`src/rtl/am_pkg.sv`:
```
// am_pkg: shared widths, FSM state type and default carrier threshold for the AM chain.
package am_pkg;
  localparam int SAMPLE_W = 16;
  localparam int OUT_W = 8;
  localparam logic [SAMPLE_W-1:0] AM_MIN_DIFF = 16'h0400;
  typedef enum logic [1:0] {IDLE, TRACK, DUMP} state_t;
endpackage

```
`src/rtl/am_win_minmax.sv`:
```
// am_win_minmax: per-window sample counter, running max/min and hold registers.
// o_close flags the accepted sample that ends a window; cnt==0 means the next valid sample starts one.
module am_win_minmax
  import am_pkg::*;
#(
  parameter int WIN_LEN = 64
) (
  input  logic                clk_in,
  input  logic                rst,
  input  logic                i_valid,
  input  logic [SAMPLE_W-1:0] i_sample,
  output logic                o_close,
  output logic [SAMPLE_W-1:0] o_hold_max,
  output logic [SAMPLE_W-1:0] o_hold_min
);
  localparam int CW = (WIN_LEN > 2) ? $clog2(WIN_LEN) : 1;
  localparam logic [CW-1:0] LAST = CW'(WIN_LEN - 1);
  logic [CW-1:0] r_cnt;
  logic [SAMPLE_W-1:0] r_max, r_min, w_max, w_min;
  logic w_first;
  assign w_first = r_cnt == '0;
  assign w_max = (w_first || i_sample > r_max) ? i_sample : r_max;
  assign w_min = (w_first || i_sample < r_min) ? i_sample : r_min;
  assign o_close = i_valid && r_cnt == LAST;
  always_ff @(posedge clk_in or negedge rst) begin
    if (!rst) begin
      r_cnt <= '0;
      r_max <= '0;
      r_min <= '0;
      o_hold_max <= '0;
      o_hold_min <= '0;
    end else if (i_valid) begin
      r_cnt <= o_close ? '0 : r_cnt + 1'b1;
      r_max <= w_max;
      r_min <= w_min;
      if (o_close) begin
        o_hold_max <= w_max;
        o_hold_min <= w_min;
      end
    end
  end
endmodule

```
`src/rtl/am_env_demod.sv`:
```
// am_env_demod: recovers the 8-bit AM envelope from the peak-to-peak span of each WIN_LEN window.
// Define AM_ENV_DEMOD_SMOOTH_EN to add a first-order IIR on the span (one extra cycle of latency).
module am_env_demod
  import am_pkg::*;
#(
  parameter int WIN_LEN = 64,
  parameter int SMOOTH_SHIFT = 2,
  parameter logic [SAMPLE_W-1:0] MIN_DIFF = AM_MIN_DIFF
) (
  input  logic                clk_in,
  input  logic                rst,
  input  logic [SAMPLE_W-1:0] modulate_in,
  input  logic                in_valid,
  output logic [OUT_W-1:0]    demod,
  output logic                demod_valid,
  output logic [SAMPLE_W-1:0] span,
  output logic                carrier_ok
);
  if (WIN_LEN < 2) begin : g_bad_win
    $error("WIN_LEN must be at least 2");
  end
  if (SMOOTH_SHIFT < 0 || SMOOTH_SHIFT > 16) begin : g_bad_shift
    $error("SMOOTH_SHIFT must be within 0..16");
  end
  state_t r_state;
  logic w_close, r_span_vld, r_dv;
  logic [SAMPLE_W-1:0] w_hold_max, w_hold_min, r_span_raw;
  am_win_minmax #(.WIN_LEN(WIN_LEN)) u_win (
    .clk_in(clk_in),
    .rst(rst),
    .i_valid(in_valid),
    .i_sample(modulate_in),
    .o_close(w_close),
    .o_hold_max(w_hold_max),
    .o_hold_min(w_hold_min)
  );
  // DUMP computes the span while the window tracker is already free to start the next window.
  always_ff @(posedge clk_in or negedge rst) begin
    if (!rst) begin
      r_state <= IDLE;
      r_span_raw <= '0;
      r_span_vld <= 1'b0;
      span <= '0;
      carrier_ok <= 1'b0;
    end else begin
      r_state <= (r_state == DUMP) ? TRACK : w_close ? DUMP : (r_state == IDLE && in_valid) ? TRACK : r_state;
      r_span_vld <= r_state == DUMP;
      if (r_state == DUMP) r_span_raw <= w_hold_max - w_hold_min;
      if (r_span_vld) begin
        span <= r_span_raw;
        carrier_ok <= r_span_raw >= MIN_DIFF;
      end
    end
  end
`ifdef AM_ENV_DEMOD_SMOOTH_EN
  logic r_upd, r_primed;
  logic [SAMPLE_W-1:0] r_y, w_y;
  logic signed [SAMPLE_W:0] w_diff, w_step;
  logic signed [SAMPLE_W+1:0] w_sum;
  assign w_diff = $signed({1'b0, span}) - $signed({1'b0, r_y});
  assign w_step = w_diff >>> SMOOTH_SHIFT;
  assign w_sum = $signed({2'b00, r_y}) + $signed({w_step[SAMPLE_W], w_step});
  assign w_y = w_sum[SAMPLE_W+1] ? '0 : w_sum[SAMPLE_W] ? '1 : w_sum[SAMPLE_W-1:0];
  always_ff @(posedge clk_in or negedge rst) begin
    if (!rst) begin
      r_upd <= 1'b0;
      r_primed <= 1'b0;
      r_y <= '0;
      r_dv <= 1'b0;
    end else begin
      r_upd <= r_span_vld;
      r_dv <= r_upd;
      if (r_upd) begin
        r_y <= r_primed ? w_y : span;
        r_primed <= 1'b1;
      end
    end
  end
  assign demod = r_y[SAMPLE_W-1 -: OUT_W];
`else
  logic [OUT_W-1:0] r_demod;
  always_ff @(posedge clk_in or negedge rst) begin
    if (!rst) begin
      r_demod <= '0;
      r_dv <= 1'b0;
    end else begin
      r_dv <= r_span_vld;
      if (r_span_vld) r_demod <= r_span_raw[SAMPLE_W-1 -: OUT_W];
    end
  end
  assign demod = r_demod;
`endif
  assign demod_valid = r_dv;
endmodule

```
`config.mk`:
```
export PLATFORM = sky130hd
export DESIGN_NAME = am_env_demod
export DESIGN_NICKNAME = d
export VERILOG_FILES = /design/src/rtl/am_pkg.sv /design/src/rtl/am_win_minmax.sv /design/src/rtl/am_env_demod.sv
export SDC_FILE = /design/constraint.sdc
export NUM_CORES = 1
export LEC_CHECK = 0
export ABC_AREA = 1
export BUFFER_PORTS_ARGS = -buffer_cell sky130_fd_sc_hd__buf_2
export CAP_MARGIN = 10
export CORE_MARGIN = 2
export CORE_UTILIZATION = 40
export CTS_BUF_LIST = sky130_fd_sc_hd__clkbuf_8
export DETAILED_ROUTE_END_ITERATION = 7
export GPL_ROUTABILITY_DRIVEN = 0
export PLACE_DENSITY = 0.6
export SYNTH_ARGS = -nofsm -noshare
export SYNTH_HDL_FRONTEND = slang
export SYNTH_SLANG_ARGS = --single-unit
```
`constraint.sdc`:
```
create_clock -name clk_in -period 2.4 [get_ports clk_in]
set_input_delay 0.24 -clock clk_in [delete_from_list [all_inputs] [get_ports clk_in]]
set_output_delay 0.24 -clock clk_in [all_outputs]
set_load 0.005 [all_outputs]
```
# Word level (Yosys, flattened, before mapping)
# Cells that the tools add are included.
classes:
  muxes: 6
  reduce_logical: 8
  addsub: 2
  n_lt_le_gt_ge: 3
  n_div: 0
  bitwise_logic: 0
  shifts: 0
  mul: 0
  eq_ne: 2
ops:
  columns: ["op", "n"]
  rows:
  - ["$mux W16", 2]
  - ["$ge A16 B11 Y1 const B", 1]
  - ["$gt A16 B16 Y1", 1]
  - ["$lt A16 B16 Y1", 1]
  - ["$sub A16 B16 Y16", 1]
  - ["$add A6 B1 Y6 const B", 1]
  - ["$eq A6 B6 Y1 const B", 1]
  - ["$logic_not A6 Y1", 1]
  - ["$mux W2", 3]
  - ["$mux W6", 1]
  - ["$reduce_bool A3 Y1", 1]
  - ["$eq A2 B2 Y1 const B", 1]
  - ["$logic_and A1 B1 Y1", 2]
  - ["$logic_not A2 Y1", 1]
  - ["$logic_or A1 B1 Y1", 2]
  - ["$reduce_and A2 Y1", 1]
word_totals:
  ramBits: 0
  register_bits: 115
  latchBits: 0
  word_cells: 33
  romBits: 0
  input_bits: 19
  out_inout_bits: 26
  memories: 0

# Depth between registers and ports, before layout
logic_depth:
  ltp_word: 5
  mapped_depth: 17
  depth_no_buf: 16

# Modules after synthesis
# A second synthesis with hierarchy kept.
unflattened:
  cells_unflattened: 887
  hier_area_um2: 6480.0
by_module_without_submodules:
  columns: ["mod", "n_inst", "seq_area_each_um2", "cells_each", "area_each_um2"]
  rows:
  - ["am_win_minmax", 1, 1751.7, 534, 4067.7]
  - ["am_env_demod", 1, 925.9, 353, 2412.3]

# Worst setup path after synthesis
# No wires, ideal clock.
synth_path:
  kind: "register -> register"
  from: "reg u_win.o_hold_min[0]"
  to: "reg r_span_raw[8]"
  t_arrival_ns: 1.694
  stages_incl_launch_ff: 12
  synth_period_minus_slack_ns: 1.824
  setup_slack_ns: 0.576
  path_buffers: 0
  setup_ns: 0.130
  required_time_ns: 2.270
  cell_sequence: "dfrtp_1 -> ha_1 -> fa_1 -> inv_1 -> nand3_1 -> nand2_1 -> nand2_1 -> nand2_1 -> inv_1 -> o21ai_1 -> xnor2_1 -> o21ai_1"
synth_between:
  elab_chain_cells: 1
synth_lines:
  columns: ["element", "line_no", "source"]
  rows:
  - ["start: declaration", "am_win_minmax.sv:14", "output logic [SAMPLE_W-1:0] o_hold_min"]
  - ["start signal: assignment", "am_win_minmax.sv:38", "o_hold_min <= w_min;"]
  - ["$sub A16 B16 Y16", "am_env_demod.sv:48", "if (r_state == DUMP) r_span_raw <= w_hold_max - w_hold_min;"]
  - ["end signal: assignment", "am_env_demod.sv:48", null]
  - ["end: declaration", "am_env_demod.sv:27", "logic [SAMPLE_W-1:0] w_hold_max, w_hold_min, r_span_raw;"]
# No other way between the ends.
# A chain may end at the register's enable or synchronous reset.

# Worst setup path after layout
# Ends and elaborated chain as after synthesis.

==> impl_metrics.tcl <==
set metrics [dict create \
    yosysTopAreaCell "dfrtp_1" \
    drtIter0Drc 317 \
    cts.sinks 107 \
    crit_fanout 4 \
    clkLatencyLatePin_ns 0.39 \
    status "completed" \
    htree_levels 3 \
    overflow 0 \
    yosys_most_used_dff "dfrtp_1" \
    synth_fa_ha_area_share_pct 10.0 \
    area_growth_pct 9.90 \
    cts_root_buf "clkbuf_8" \
    synthDistinctLibCells 35 \
    r2r_start "u_win.o_hold_min[0]$_DFFE_PN0P_" \
    syn-num-nets 879 \
    dieArea_sq_um 16500 \
    cts_tree "done" \
    cp-startpoint "u_win.o_hold_min[0]$_DFFE_PN0P_" \
    synth_mux_area_share_pct 0 \
    end_kind "flop" \
    grt_max_degree 42 \
    synth-simple-area-share_pct 30.3 \
    ctsResizeCount 0 \
    io_pins 45 \
    cts_max_path_buffers 2 \
    placementRows 45 \
    syn_area_sq_um 6210 \
    post-route-period-util_pct 83.0 \
    drive_above_1_share_pct 10.0 \
    grt_pass1_wl_um 24200 \
    critPathKind "flop to flop" \
    crit_arrival_ns 2.26 \
    skew_ns 0.0157 \
    yosys_warnings 0 \
    die_x_um 129 \
    async_reset_ff_share_pct 100 \
    vdd_ir_drop_max_mv 0.571 \
    initial_core_util_pct 40.8 \
    antenna_found_initial 0 \
    hold_viol_final 0 \
    grt_usage_pct 18.4 \
    synth_top_family_by_area "simple AND/OR/NAND/NOR gates" \
    worstPathRequired_ns 2.67 \
    hp-class "primary input to flop" \
    vias_per_cell 4.86 \
    crit_path_start_kind "flop" \
    rsz0062_at_grt "false" \
    finalPower_uw 8930 \
    diodes 0 \
    yosys-top-cells-area "dfrtp_1 43%, nand2_1 17%, ha_1 9.7%, nand3_1 9.0%, inv_1 5.8%" \
    max_cap_violations 0 \
    powerDensity_nw_per_um2 1310 \
    relSlewSlack_pct 59.1 \
    p_leak_uw 0.00385 \
    setup_tns_ns 0 \
    wirelength_um 14100 \
    ant_nets 0 \
    worst_pin_slew_ns 0.612 \
    remaining_drc_errors 0 \
    synth_top_area_share_pct 43.1 \
    drt_first_pass_iters 5 \
    nNetsFinal 911 \
    numCtsBuffers 9 \
    finish.utilization_pct 44.9 \
    synth_edf_count 0 \
    yosysSeqAreaShare_pct 43.1 \
    finalSetupViolations 0 \
    grt_pass1_vias 4783 \
    dp_hpwl_um 10100 \
    portBuffers 44 \
    drt-wirelength-per-cell_um 13.6 \
    fp.dieH_um 129 \
    avgSynthCellArea_sq_um 7.66 \
    syn_inst 811 \
    ys_ff_latch 107 \
    clk_pin_slew_ns 0.11 \
    synth_xor_area_share_pct 1.55 \
    min_period_ns 1.99 \
    max_freq_mhz 502 \
    drv_slew 0 \
    hp-start "modulate_in[0]" \
    core_area_sq_um 15200 \
    vias 5037 \
    synth-compound-area-share_pct 5.80 \
]
## cells in the mapped netlist, types with 2 or more instances
| library cell | n |
|---|---|
| nand2_1 | 281 |
| nand3_1 | 112 |
| dfrtp_1 | 107 |
| inv_1 | 96 |
| ha_1 | 48 |
| a21oi_1 | 29 |
| nor2_1 | 29 |
| o21ai_0 | 25 |
| clkbuf_1 | 12 |
| buf_4 | 11 |
| xnor2_1 | 8 |
| inv_2 | 6 |
| nor3_1 | 6 |
| buf_2 | 5 |
| a21o_1 | 3 |
| buf_1 | 3 |
| nand2_4 | 3 |
| nand4_1 | 3 |
| xor2_1 | 3 |
| a31oi_1 | 2 |
| buf_6 | 2 |
| nor3_2 | 2 |
| o21ai_1 | 2 |
| o22ai_1 | 2 |
## sequential cells by signal, indices dropped and copies added, names as in the netlist, 2 cells and up
signal / count
u_win.o_hold_max: 16
u_win.r_max: 16
r_span_raw: 16
r_state: 2
u_win.r_min: 16
u_win.o_hold_min: 16
u_win.r_cnt: 6
span: 16
## repair_timing
action                                 4_1_cts  5_1_grt
endpoints found under the hold margin       39        0
hold buffers                                 1        0
setup buffers                                0        0
## cells in the final DEF (no fill, tap or decap), types with 5 or more instances in the layout
| cell | count |
|---|---|
| a21oi_1 | 29 |
| nand2_1 | 281 |
| inv_1 | 96 |
| buf_2 | 43 |
| xnor2_1 | 8 |
| nor2_1 | 29 |
| nand3_1 | 112 |
| buf_4 | 5 |
| buf_12 | 5 |
| o21ai_0 | 25 |
| ha_1 | 48 |
| dfrtp_1 | 107 |
| nor3_1 | 6 |
| inv_2 | 6 |
| clkbuf_8 | 9 |
## cells by family (layout without fill, tap and decap cells)
kind of cell / count (synthesis) / count (layout)
buffers and inverters: 136 / 173
AND/OR/NAND/NOR: 441 / 441
adder cells (fa/ha/maj): 49 / 49
AO/OA/AOI/OAI: 67 / 67
XOR/XNOR: 11 / 11
flip-flops: 107 / 107
## worst paths after layout
check                      cells past startpoint  slack [ns]                         endpoint
min in group asynchronous                      2        0.37             span[13]$_DFFE_PN0P_
max reg2reg                                   11        0.41        r_span_raw[8]$_DFFE_PN0P_
max                                           11        0.41        r_span_raw[8]$_DFFE_PN0P_
max in group asynchronous                      3        1.44       u_win.r_max[4]$_DFFE_PN0P_
min                                            5        0.20  u_win.o_hold_max[0]$_DFFE_PN0P_
min reg2reg                                    2        0.48              span[1]$_DFFE_PN0P_
## power breakdown
group	leakage [uW]	switching [uW]	total, uW	internal [uW]
registers	0.00136	436	2960	2530
logic	0.00238	2980	4830	1850
clock network	0.000102	728	1140	414
## area by class of cell
cell class                 instances  area, sq um
clock buffer                       9          124
clock inverter                     7         78.8
fill                            1546         8380
inverter                         103          387
multi-input combinational        568         2960
sequential                       107         2680
tap                              188          235
timing repair buffer              54          363
## layer usage
| layer | track usage [%] | vias up | part of all wire (%) |
|---|---|---|---|
| li1 | - | 2639 | - |
| met1 | 27.5 | 2259 | 52 |
| met2 | 27.4 | 123 | 42 |
| met3 | 3.95 | 16 | 4.3 |
| met4 | 4.54 | 0 | 1.6 |
| met5 | 0 | - | 0 |
## critical path, stage by stage (launching register included)
cell and delay, ns:
dfrtp_1 0.40, ha_1 0.23, fa_1 0.36, inv_1 0.09, nand3_1 0.07, nand2_1 0.12, nand2_1 0.06, nand2_1 0.12
inv_1 0.05, o21ai_1 0.15, xnor2_1 0.14, o21ai_1 0.07
## metrics by stage
stage          hold slack, ns  cells  worst slack (ns)  cell area [sq um]
4_1_cts                 0.172   1036             0.377               6820
3_3_place_gp            0.269   1019             0.401               6610
3_5_place_dp            0.267   1019             0.396               6610
5_1_grt                 0.206   1036             0.148               6820
2_1_floorplan         -0.0556    811             0.576               6210
6_report                0.199   1036             0.407               6820
Power figures use the tool's default switching activity.
